**config.mk**
```make
export PLATFORM = sky130hd
export DESIGN_NAME = keen_decode_stage
export DESIGN_NICKNAME = d
export VERILOG_FILES = /design/src/rtl/keen_decode_pkg.sv /design/src/rtl/keen_imm_select.sv /design/src/rtl/keen_decode_stage.sv
export SDC_FILE = /design/constraint.sdc
export NUM_CORES = 1
export LEC_CHECK = 0
export BUFFER_PORTS_ARGS = -buffer_cell sky130_fd_sc_hd__buf_2
export CORE_ASPECT_RATIO = 0.7
export CORE_UTILIZATION = 50
export DETAILED_ROUTE_END_ITERATION = 10
export PLACE_DENSITY_LB_ADDON = 0.3
export SLEW_MARGIN = 25
export SYNTH_ARGS = -nofsm -noshare
export SYNTH_HDL_FRONTEND = slang
export SYNTH_SLANG_ARGS = --single-unit
```
**constraint.sdc**
```tcl
create_clock -name clk -period 8.1 [get_ports clk]
set_clock_uncertainty 0.2 [all_clocks]
set_input_delay 0.405 -clock clk [delete_from_list [all_inputs] [get_ports clk]]
set_output_delay 0.405 -clock clk [all_outputs]
set_load 0.005 [all_outputs]
```
**src/rtl/keen_decode_pkg.sv**
```systemverilog
// Shared opcode constants, immediate-format codes and decoded payload type
// for the keen decode stage.
package keen_decode_pkg;

    localparam logic [6:0] OP_LUI    = 7'b0110111;
    localparam logic [6:0] OP_AUIPC  = 7'b0010111;
    localparam logic [6:0] OP_JAL    = 7'b1101111;
    localparam logic [6:0] OP_JALR   = 7'b1100111;
    localparam logic [6:0] OP_LOAD   = 7'b0000011;
    localparam logic [6:0] OP_IMM    = 7'b0010011;
    localparam logic [6:0] OP_SYSTEM = 7'b1110011;
    localparam logic [6:0] OP_FENCE  = 7'b0001111;
    localparam logic [6:0] OP_STORE  = 7'b0100011;
    localparam logic [6:0] OP_BRANCH = 7'b1100011;
    localparam logic [6:0] OP_REG    = 7'b0110011;

    typedef enum logic [2:0] {
        FMT_R = 3'd0,
        FMT_I = 3'd1,
        FMT_S = 3'd2,
        FMT_B = 3'd3,
        FMT_U = 3'd4,
        FMT_J = 3'd5
    } fmt_e;

    typedef struct packed {
        logic [31:0] pc;
        logic [6:0]  opcode;
        logic [2:0]  funct3;
        logic [6:0]  funct7;
        logic [4:0]  rd;
        logic [4:0]  rs1;
        logic [4:0]  rs2;
        fmt_e        fmt;
        logic [31:0] imm;
        logic        illegal;
    } dec_t;

endpackage

```
**src/rtl/keen_imm_select.sv**
```systemverilog
// Combinational RV32I format classifier and sign-extended immediate builder.
// Unknown opcodes report illegal with format R and a zero immediate.
module keen_imm_select
    import keen_decode_pkg::*;
(
    input  logic [31:0] insn,
    output fmt_e        fmt,
    output logic [31:0] imm,
    output logic        illegal
);

    logic [6:0] w_op;

    assign w_op = insn[6:0];

    always_comb begin
        fmt     = FMT_R;
        illegal = 1'b0;
        unique case (1'b1)
            (insn[1:0] != 2'b11):                   illegal = 1'b1;
            (w_op == OP_LUI) || (w_op == OP_AUIPC): fmt = FMT_U;
            (w_op == OP_JAL):                       fmt = FMT_J;
            (w_op == OP_JALR) || (w_op == OP_LOAD) ||
            (w_op == OP_IMM) || (w_op == OP_SYSTEM) ||
            (w_op == OP_FENCE):                     fmt = FMT_I;
            (w_op == OP_STORE):                     fmt = FMT_S;
            (w_op == OP_BRANCH):                    fmt = FMT_B;
            (w_op == OP_REG):                       fmt = FMT_R;
            default:                                illegal = 1'b1;
        endcase
    end

    always_comb begin
        imm = '0;
        case (fmt)
            FMT_I: imm = {{20{insn[31]}}, insn[31:20]};
            FMT_S: imm = {{20{insn[31]}}, insn[31:25], insn[11:7]};
            FMT_B: imm = {{19{insn[31]}}, insn[31], insn[7],
                          insn[30:25], insn[11:8], 1'b0};
            FMT_U: imm = {insn[31:12], 12'b0};
            FMT_J: imm = {{11{insn[31]}}, insn[31], insn[19:12],
                          insn[20], insn[30:21], 1'b0};
            default: imm = '0;
        endcase
    end

endmodule

```
**src/rtl/keen_decode_stage.sv**
```systemverilog
// RV32I decode pipeline stage with valid/ready handshakes on both sides.
// Define KEEN_DECODE_SKID_EN for a skid entry and a registered in_ready.
module keen_decode_stage
    import keen_decode_pkg::*;
#(
    parameter int XLEN = 32
) (
    input  logic            clk,
    input  logic            rst,
    input  logic            flush,
    input  logic            in_valid,
    output logic            in_ready,
    input  logic [31:0]     in_insn,
    input  logic [XLEN-1:0] in_pc,
    output logic            out_valid,
    input  logic            out_ready,
    output logic [XLEN-1:0] out_pc,
    output logic [6:0]      out_opcode,
    output logic [2:0]      out_funct3,
    output logic [6:0]      out_funct7,
    output logic [4:0]      out_rd,
    output logic [4:0]      out_rs1,
    output logic [4:0]      out_rs2,
    output logic [2:0]      out_fmt,
    output logic [XLEN-1:0] out_imm,
    output logic            out_illegal
);

    fmt_e        w_fmt;
    logic [31:0] w_imm;
    logic        w_illegal;
    dec_t        w_dec;
    dec_t        r_out;
    logic        r_out_valid;

    keen_imm_select u_imm (
        .insn    (in_insn),
        .fmt     (w_fmt),
        .imm     (w_imm),
        .illegal (w_illegal)
    );

    always_comb begin
        w_dec         = '0;
        w_dec.pc      = in_pc;
        w_dec.opcode  = in_insn[6:0];
        w_dec.funct3  = in_insn[14:12];
        w_dec.funct7  = in_insn[31:25];
        w_dec.rd      = in_insn[11:7];
        w_dec.rs1     = in_insn[19:15];
        w_dec.rs2     = in_insn[24:20];
        w_dec.fmt     = w_fmt;
        w_dec.imm     = w_imm;
        w_dec.illegal = w_illegal;
    end

`ifdef KEEN_DECODE_SKID_EN
    dec_t r_skid;
    logic r_skid_valid;
    logic w_acc;

    // in_ready comes straight from a flop, so out_ready never reaches it
    assign in_ready = !r_skid_valid;
    assign w_acc    = in_valid && !r_skid_valid;

    always_ff @(posedge clk or posedge rst) begin
        if (rst) begin
            r_out        <= '0;
            r_out_valid  <= 1'b0;
            r_skid       <= '0;
            r_skid_valid <= 1'b0;
        end else if (flush) begin
            r_out_valid  <= 1'b0;
            r_skid_valid <= 1'b0;
        end else if (!r_out_valid || out_ready) begin
            if (r_skid_valid) begin
                r_out        <= r_skid;
                r_out_valid  <= 1'b1;
                r_skid_valid <= 1'b0;
            end else begin
                r_out_valid <= w_acc;
                if (w_acc)
                    r_out <= w_dec;
            end
        end else if (w_acc) begin
            r_skid       <= w_dec;
            r_skid_valid <= 1'b1;
        end
    end
`else
    assign in_ready = !r_out_valid || out_ready;

    always_ff @(posedge clk or posedge rst) begin
        if (rst) begin
            r_out       <= '0;
            r_out_valid <= 1'b0;
        end else if (flush) begin
            r_out_valid <= 1'b0;
        end else if (in_ready) begin
            r_out_valid <= in_valid;
            if (in_valid)
                r_out <= w_dec;
        end
    end
`endif

    assign out_valid   = r_out_valid;
    assign out_pc      = r_out.pc;
    assign out_opcode  = r_out.opcode;
    assign out_funct3  = r_out.funct3;
    assign out_funct7  = r_out.funct7;
    assign out_rd      = r_out.rd;
    assign out_rs1     = r_out.rs1;
    assign out_rs2     = r_out.rs2;
    assign out_fmt     = r_out.fmt;
    assign out_imm     = r_out.imm;
    assign out_illegal = r_out.illegal;

endmodule

```
Word level (Yosys, flattened, before mapping)

Cells that the tools add are included.

Register bits: 101
Bits in latches: 0
Bits in writable memories: 0
Bits in read-only memories: 0
Input port bits: 69
Output and inout port bits: 102
Logic and storage cells: 43
Memories kept: 0

Add/sub/neg operators: 0
Multiply operators: 0
Divide/modulo/power cells: 0
Order comparisons: 0
Eq/ne operators: 16
Shifts and indexed selects: 0
Multiplexer cells: 5
Bitwise gates (word level): 1
Reductions and logical operators: 10

Operators with widths:

| operator                                                              | number |
|---|---|
| 32-bit one-hot mux with 5 select lines                                | 1 |
| 7-bit equality test, second input constant                            | 4 |
| 7-bit by 6-bit equality test with 1-bit output, second input constant | 3 |
| 3-bit one-hot mux with 5 select lines                                 | 1 |
| 7-bit by 5-bit equality test with 1-bit output, second input constant | 2 |
| 7-bit by 2-bit equality test with 1-bit output, second input constant | 1 |
| 7-bit by 4-bit equality test with 1-bit output, second input constant | 1 |
| 3-bit by 2-bit equality test with 1-bit output, second input constant | 2 |
| 3-bit equality test, second input constant                            | 2 |
| 1-bit logical OR                                                      | 6 |
| 6-bit OR reduction                                                    | 1 |
| 3-bit by 1-bit equality test with 1-bit output, second input constant | 1 |
| 1-bit 2-to-1 mux                                                      | 3 |
| 3-bit AND reduction                                                   | 1 |
| 2-bit nonzero test                                                    | 1 |
| 1-bit logical NOT                                                     | 1 |
| 1-bit NOT                                                             | 1 |

Logic depth before layout (Yosys ltp)

Word-level depth: 8
Depth in mapped cells: 7
Depth with buffers taken out: 4

Cells and area by module

From an unflattened synthesis, not the netlist that was laid out.

Cells, all modules: 312
Area total of the unflattened synthesis: 4889.7 sq um

Modules (own cells, without submodules):

| module            | instances | cells an instance | area an instance (sq um) |
|---|---|---|---|
| keen_decode_stage | 1         | 218               | 4296.6 |
| keen_imm_select   | 1         | 94                | 593.1 |

Least setup slack after synthesis

Ideal clock, no wire load.

Path kind: input -> register
Start point: in in_insn[3]
End point: reg r_out (netlist bit out_imm[12])
Setup time: 0.126 ns
Data arrival time: 1.559 ns
Data required time: 7.774 ns
Setup slack: 6.215 ns
Stages on the path: 5
Buffers on the path: 1
Cell sequence: buf_4 -> or3b_4 -> a211oi_1 -> o311a_2 -> a221o_1

Cells in the longest elaborated chain, start to end: 8
Elaborated cells between the ends (all ways): 22
Those cells by class: 15 x eq/ne; 2 x mux; 5 x reduce/logical

RTL lines:

| item                                                                                  | RTL line                 | RTL |
|---|---|---|
| start, declared                                                                       | keen_decode_stage.sv:13  | `input logic [31:0] in_insn,` |
| 7-bit equality test or 7-bit by 2-bit equality test with 1-bit output (tied branches) | keen_imm_select.sv:23    | `(w_op == OP_JALR) \|\| (w_op == OP_LOAD) \|\|` |
| 1-bit logical OR (2 in series)                                                        | keen_imm_select.sv:23    |  |
| 1-bit logical OR (2 in series)                                                        | keen_imm_select.sv:24    | `(w_op == OP_IMM) \|\| (w_op == OP_SYSTEM) \|\|` |
| 3-bit one-hot mux with 5 select lines *                                               | keen_imm_select.sv:19    | `unique case (1'b1)` |
| 3-bit equality test (tied with other cells)                                           | keen_imm_select.sv:35    | `case (fmt)` |
| 32-bit one-hot mux with 5 select lines *                                              | keen_imm_select.sv:35    |  |
| end signal, assigned                                                                  | keen_decode_stage.sv:102 | `r_out <= w_dec;` |
| end, declared                                                                         | keen_decode_stage.sv:33  | `dec_t r_out;` |

Mark *: on every way between the ends. The rest lies on a longest branch, timed or not.
A chain may end at the register's enable or synchronous reset.

Final worst setup path

Start point: in in_valid
End point: reg r_out (netlist bit out_imm[19])

Cells in the longest elaborated chain, start to end: 1

RTL lines:

| item                          | RTL line                | RTL |
|---|---|---|
| start, declared               | keen_decode_stage.sv:11 | `input logic in_valid,` |
| 3-bit AND reduction (no line) | -                       |  |

Every way passes these cells.

==> impl_results.md <==
* Port bufs at 170
* EDFF count, synth at 0
* Post-route cell area at 5580 sq um
* Bufs on Longest Clock Path at 2
* GR Util All Layers at 24.5%
* CP startpoint kind: input pin
* Via density at 5.25
* Worst hold stages at 2
* Tightest Hold Check Type: input pin to flop
* Sequential-to-total area share from yosys stat at 58.3%
* Tmin final at 2.39 ns
* Antenna cells at 0
* Placed cell area at 5220 sq um
* Final worst slack at 5.71 ns
* Worst VDD drop at 0.154 mV
* WL final at 10900 um
* Top cell type by total area after synthesis: dfrtp_1
* Largest net degree at the start of global routing at 106
* Final net count at 674
* PwrDens at 220 nW/um^2
* Synthesized instance count at 453
* Worst-case reg-to-reg path depth at 4
* WL per Instance at 15.0 um
* Worst path arrival time at 2.46 ns
* Num rows at 28
* Drt initial violations at 270
* Fillers at 701
* CP Capture Type: flop
* Initial antenna violation count at 1
* CP Cell Sequence: buf_2, nor2b_1, and2_4, o311a_2, a221o_1
* DP HPWL at 7430 um
* Period utilization at 29.4%
* Post-Synthesis Cell Area at 4340 sq um
* Status: finished, final reports clean
* Crit path kind: input pin to flop
* Total number of vias at 3830
* Crit-path max cell delay at 0.71 ns
* Gr ovfl total at 0
* Peak Freq at 419 MHz
* Core area at 8440 sq um
* Net count after synthesis at 522
* Num CTS Buffers at 9
* Yosys warning count at 0
* DIE HEIGHT at 79.9 um
* Setup_tns at 0 ns
* Worst slew margin at 39.8%
* Clk_lat worst skew at 0.34 ns
* Mean post-synth cell area at 9.57 sq um
* Root buffer cell: clkbuf_16
* Ports at 171
* Worst path slowest cell: nor2b_1
* Pre-Repair DR Iteration Count at 4
* Core Util, Final at 66.0%
* Crit-path max FO at 61
* Max-cap viol count at 0
* Main area contributors after synthesis: dfrtp_1, nand2_1, a22o_1
* Layout area overhead at 28.6%
* Final hold violations at 0
* Area of the multi-input gates at 1660 sq um
* Reg area at 2530 sq um
* Synth top area share at 58.3%
* Async SR Flop Fraction at 100%
* Leakage power at 3.15 nW
* RePlAce Congestion at 0.797
* ANT nets after route at 0
* CP required at 8.18 ns
* Share of cells above drive strength 1 at 32.8%
* Slew @ Worst Pin at 0.901 ns
* First-pass GRT wire length at 17200 um
* Full die area at 9060 sq um
* Clock sinks at 101
* Placement Setup Slack at 5.36 ns
* Top_reg_cell synth: dfrtp_1
* Vias in the first global route at 3369
* Final setup viols at 0
* CTS clk-pin slew, worst paths at 0.07 ns
* CTS tree: yes
* H-tree depth at 3
* Synth cell types at 45
* Die Span X at 113 um
* Starting Density at 51.4%
* Seq cells post-synth at 101
* Slew Limit Fails at 0
* RSZ-0062 raised after global routing: no
* Post-cts sizing count at 0
* DRC violations left at 0
==> critical path, delay by kind of cell <==
| kind | cells | cell delay, ns |
|---|---|---|
| AND/OR/NAND/NOR | 2 | 1.41 |
| buffers and inverters | 1 | 0.08 |
| AO/OA/AOI/OAI | 2 | 0.54 |
==> stage by stage <==
| step | instances | power [mW] | hold slack [ns] |
|---|---|---|---|
| after CTS | 730 | 1.24 | 0.0132 |
| final | 730 | 1.23 | 0.0201 |
| after global placement | 713 | 0.760 | 0.220 |
| after global routing | 730 | 1.29 | 0.0199 |
| after detailed placement | 713 | 0.766 | 0.224 |
| after floorplan | 453 | 0.676 | 0.268 |
==> path summary, 6_finish.rpt <==
kind                                       start                      end  slack, ns
min                                        flush    out_valid$_DFFE_PP0P_       0.02
max in group asynchronous                    rst   out_pc[15]$_DFFE_PP0P_       6.05
min reg2reg                out_pc[6]$_DFFE_PP0P_    out_pc[6]$_DFFE_PP0P_       0.27
max                                     in_valid  out_imm[19]$_DFFE_PP0P_       5.71
max reg2reg                out_valid$_DFFE_PP0P_  out_imm[19]$_DFFE_PP0P_       5.81
min in group asynchronous                    rst   out_pc[27]$_DFFE_PP0P_       0.42
==> repair_timing <==
action | in CTS | in global routing
hold buffers | 1 | 0
endpoints found under the hold margin | 31 | 0
buffers inserted | 0 | 0
==> cell usage after synthesis, drive strengths merged, types with 2 or more instances <==
master / number
nand2b: 2
dfrtp: 101
o21ai: 8
nor2: 3
a22oi: 8
a221o: 10
nor3b: 3
inv: 4
a21o: 8
a32oi: 2
and2: 3
a22o: 17
o211ai: 5
a21oi: 5
nor3: 2
o311a: 2
buf: 13
nand3b: 2
and3: 9
a21boi: 3
nand2: 178
nor2b: 4
clkbuf: 20
nand3: 25
==> cells in the final DEF, fill, tap and decap left out, types with 2 or more instances in the layout <==
master / instances
a21oi_1: 4
a21o_1: 8
o211ai_1: 5
and2_1: 2
a221o_1: 10
clkinv_4: 2
nand3_1: 25
o21ai_0: 8
nand3b_1: 2
nor3b_1: 2
nand2b_1: 2
nor3_1: 2
clkbuf_16: 9
a32oi_1: 2
nand2_1: 177
clkbuf_8: 2
a21boi_0: 3
nor2b_1: 4
o311a_2: 2
inv_1: 3
and3_1: 9
a22o_1: 17
buf_4: 3
buf_2: 170
nor2_1: 3
dfrtp_1: 101
a22oi_1: 8
bufinv_16: 2
==> report_power, final <==
part	leakage, nW	total, mW	switching (mW)	internal (mW)
logic	1.68	0.175	0.0969	0.0776
registers	1.30	0.582	0.0261	0.556
clock network	0.166	0.472	0.184	0.288
==> routing by layer <==
metal | track usage, % | vias up | part of all wire, %
met2 | 34.4 | 168 | 43
met5 | 0 | - | 0
met1 | 37.0 | 1813 | 49
met4 | 5.53 | 0 | 0.83
li1 | - | 1838 | -
met3 | 6.99 | 11 | 7.9
==> layout make-up <==
cell class,count,area share (%)
sequential,101,45.3
multi-input combinational,315,29.8
timing repair buffer,174,15.8
clock buffer,11,4.53
tap,120,2.69
clock inverter,5,1.48
inverter,4,0.314
==> state kept, by name (all words and copies together) (netlist names) <==
name,count
out_rs2,5
out_pc,32
out_valid,1
out_opcode,7
out_rd,5
out_funct7,7
out_rs1,5
out_imm,32
out_funct3,3
out_fmt,3
out_illegal,1
==> kinds of logic (layout without fill, tap and decap cells) <==
kind of cell,count (synthesis),after routing,share of synthesized area (%)
AO/OA/AOI/OAI,76,76,13.9
XOR/XNOR,1,1,0.202
buffers and inverters,37,194,3.81
flip-flops,101,101,58.3
multiplexers,1,1,0.260
AND/OR/NAND/NOR,237,237,23.5
No activity file was read; power rests on OpenSTA's default activity.
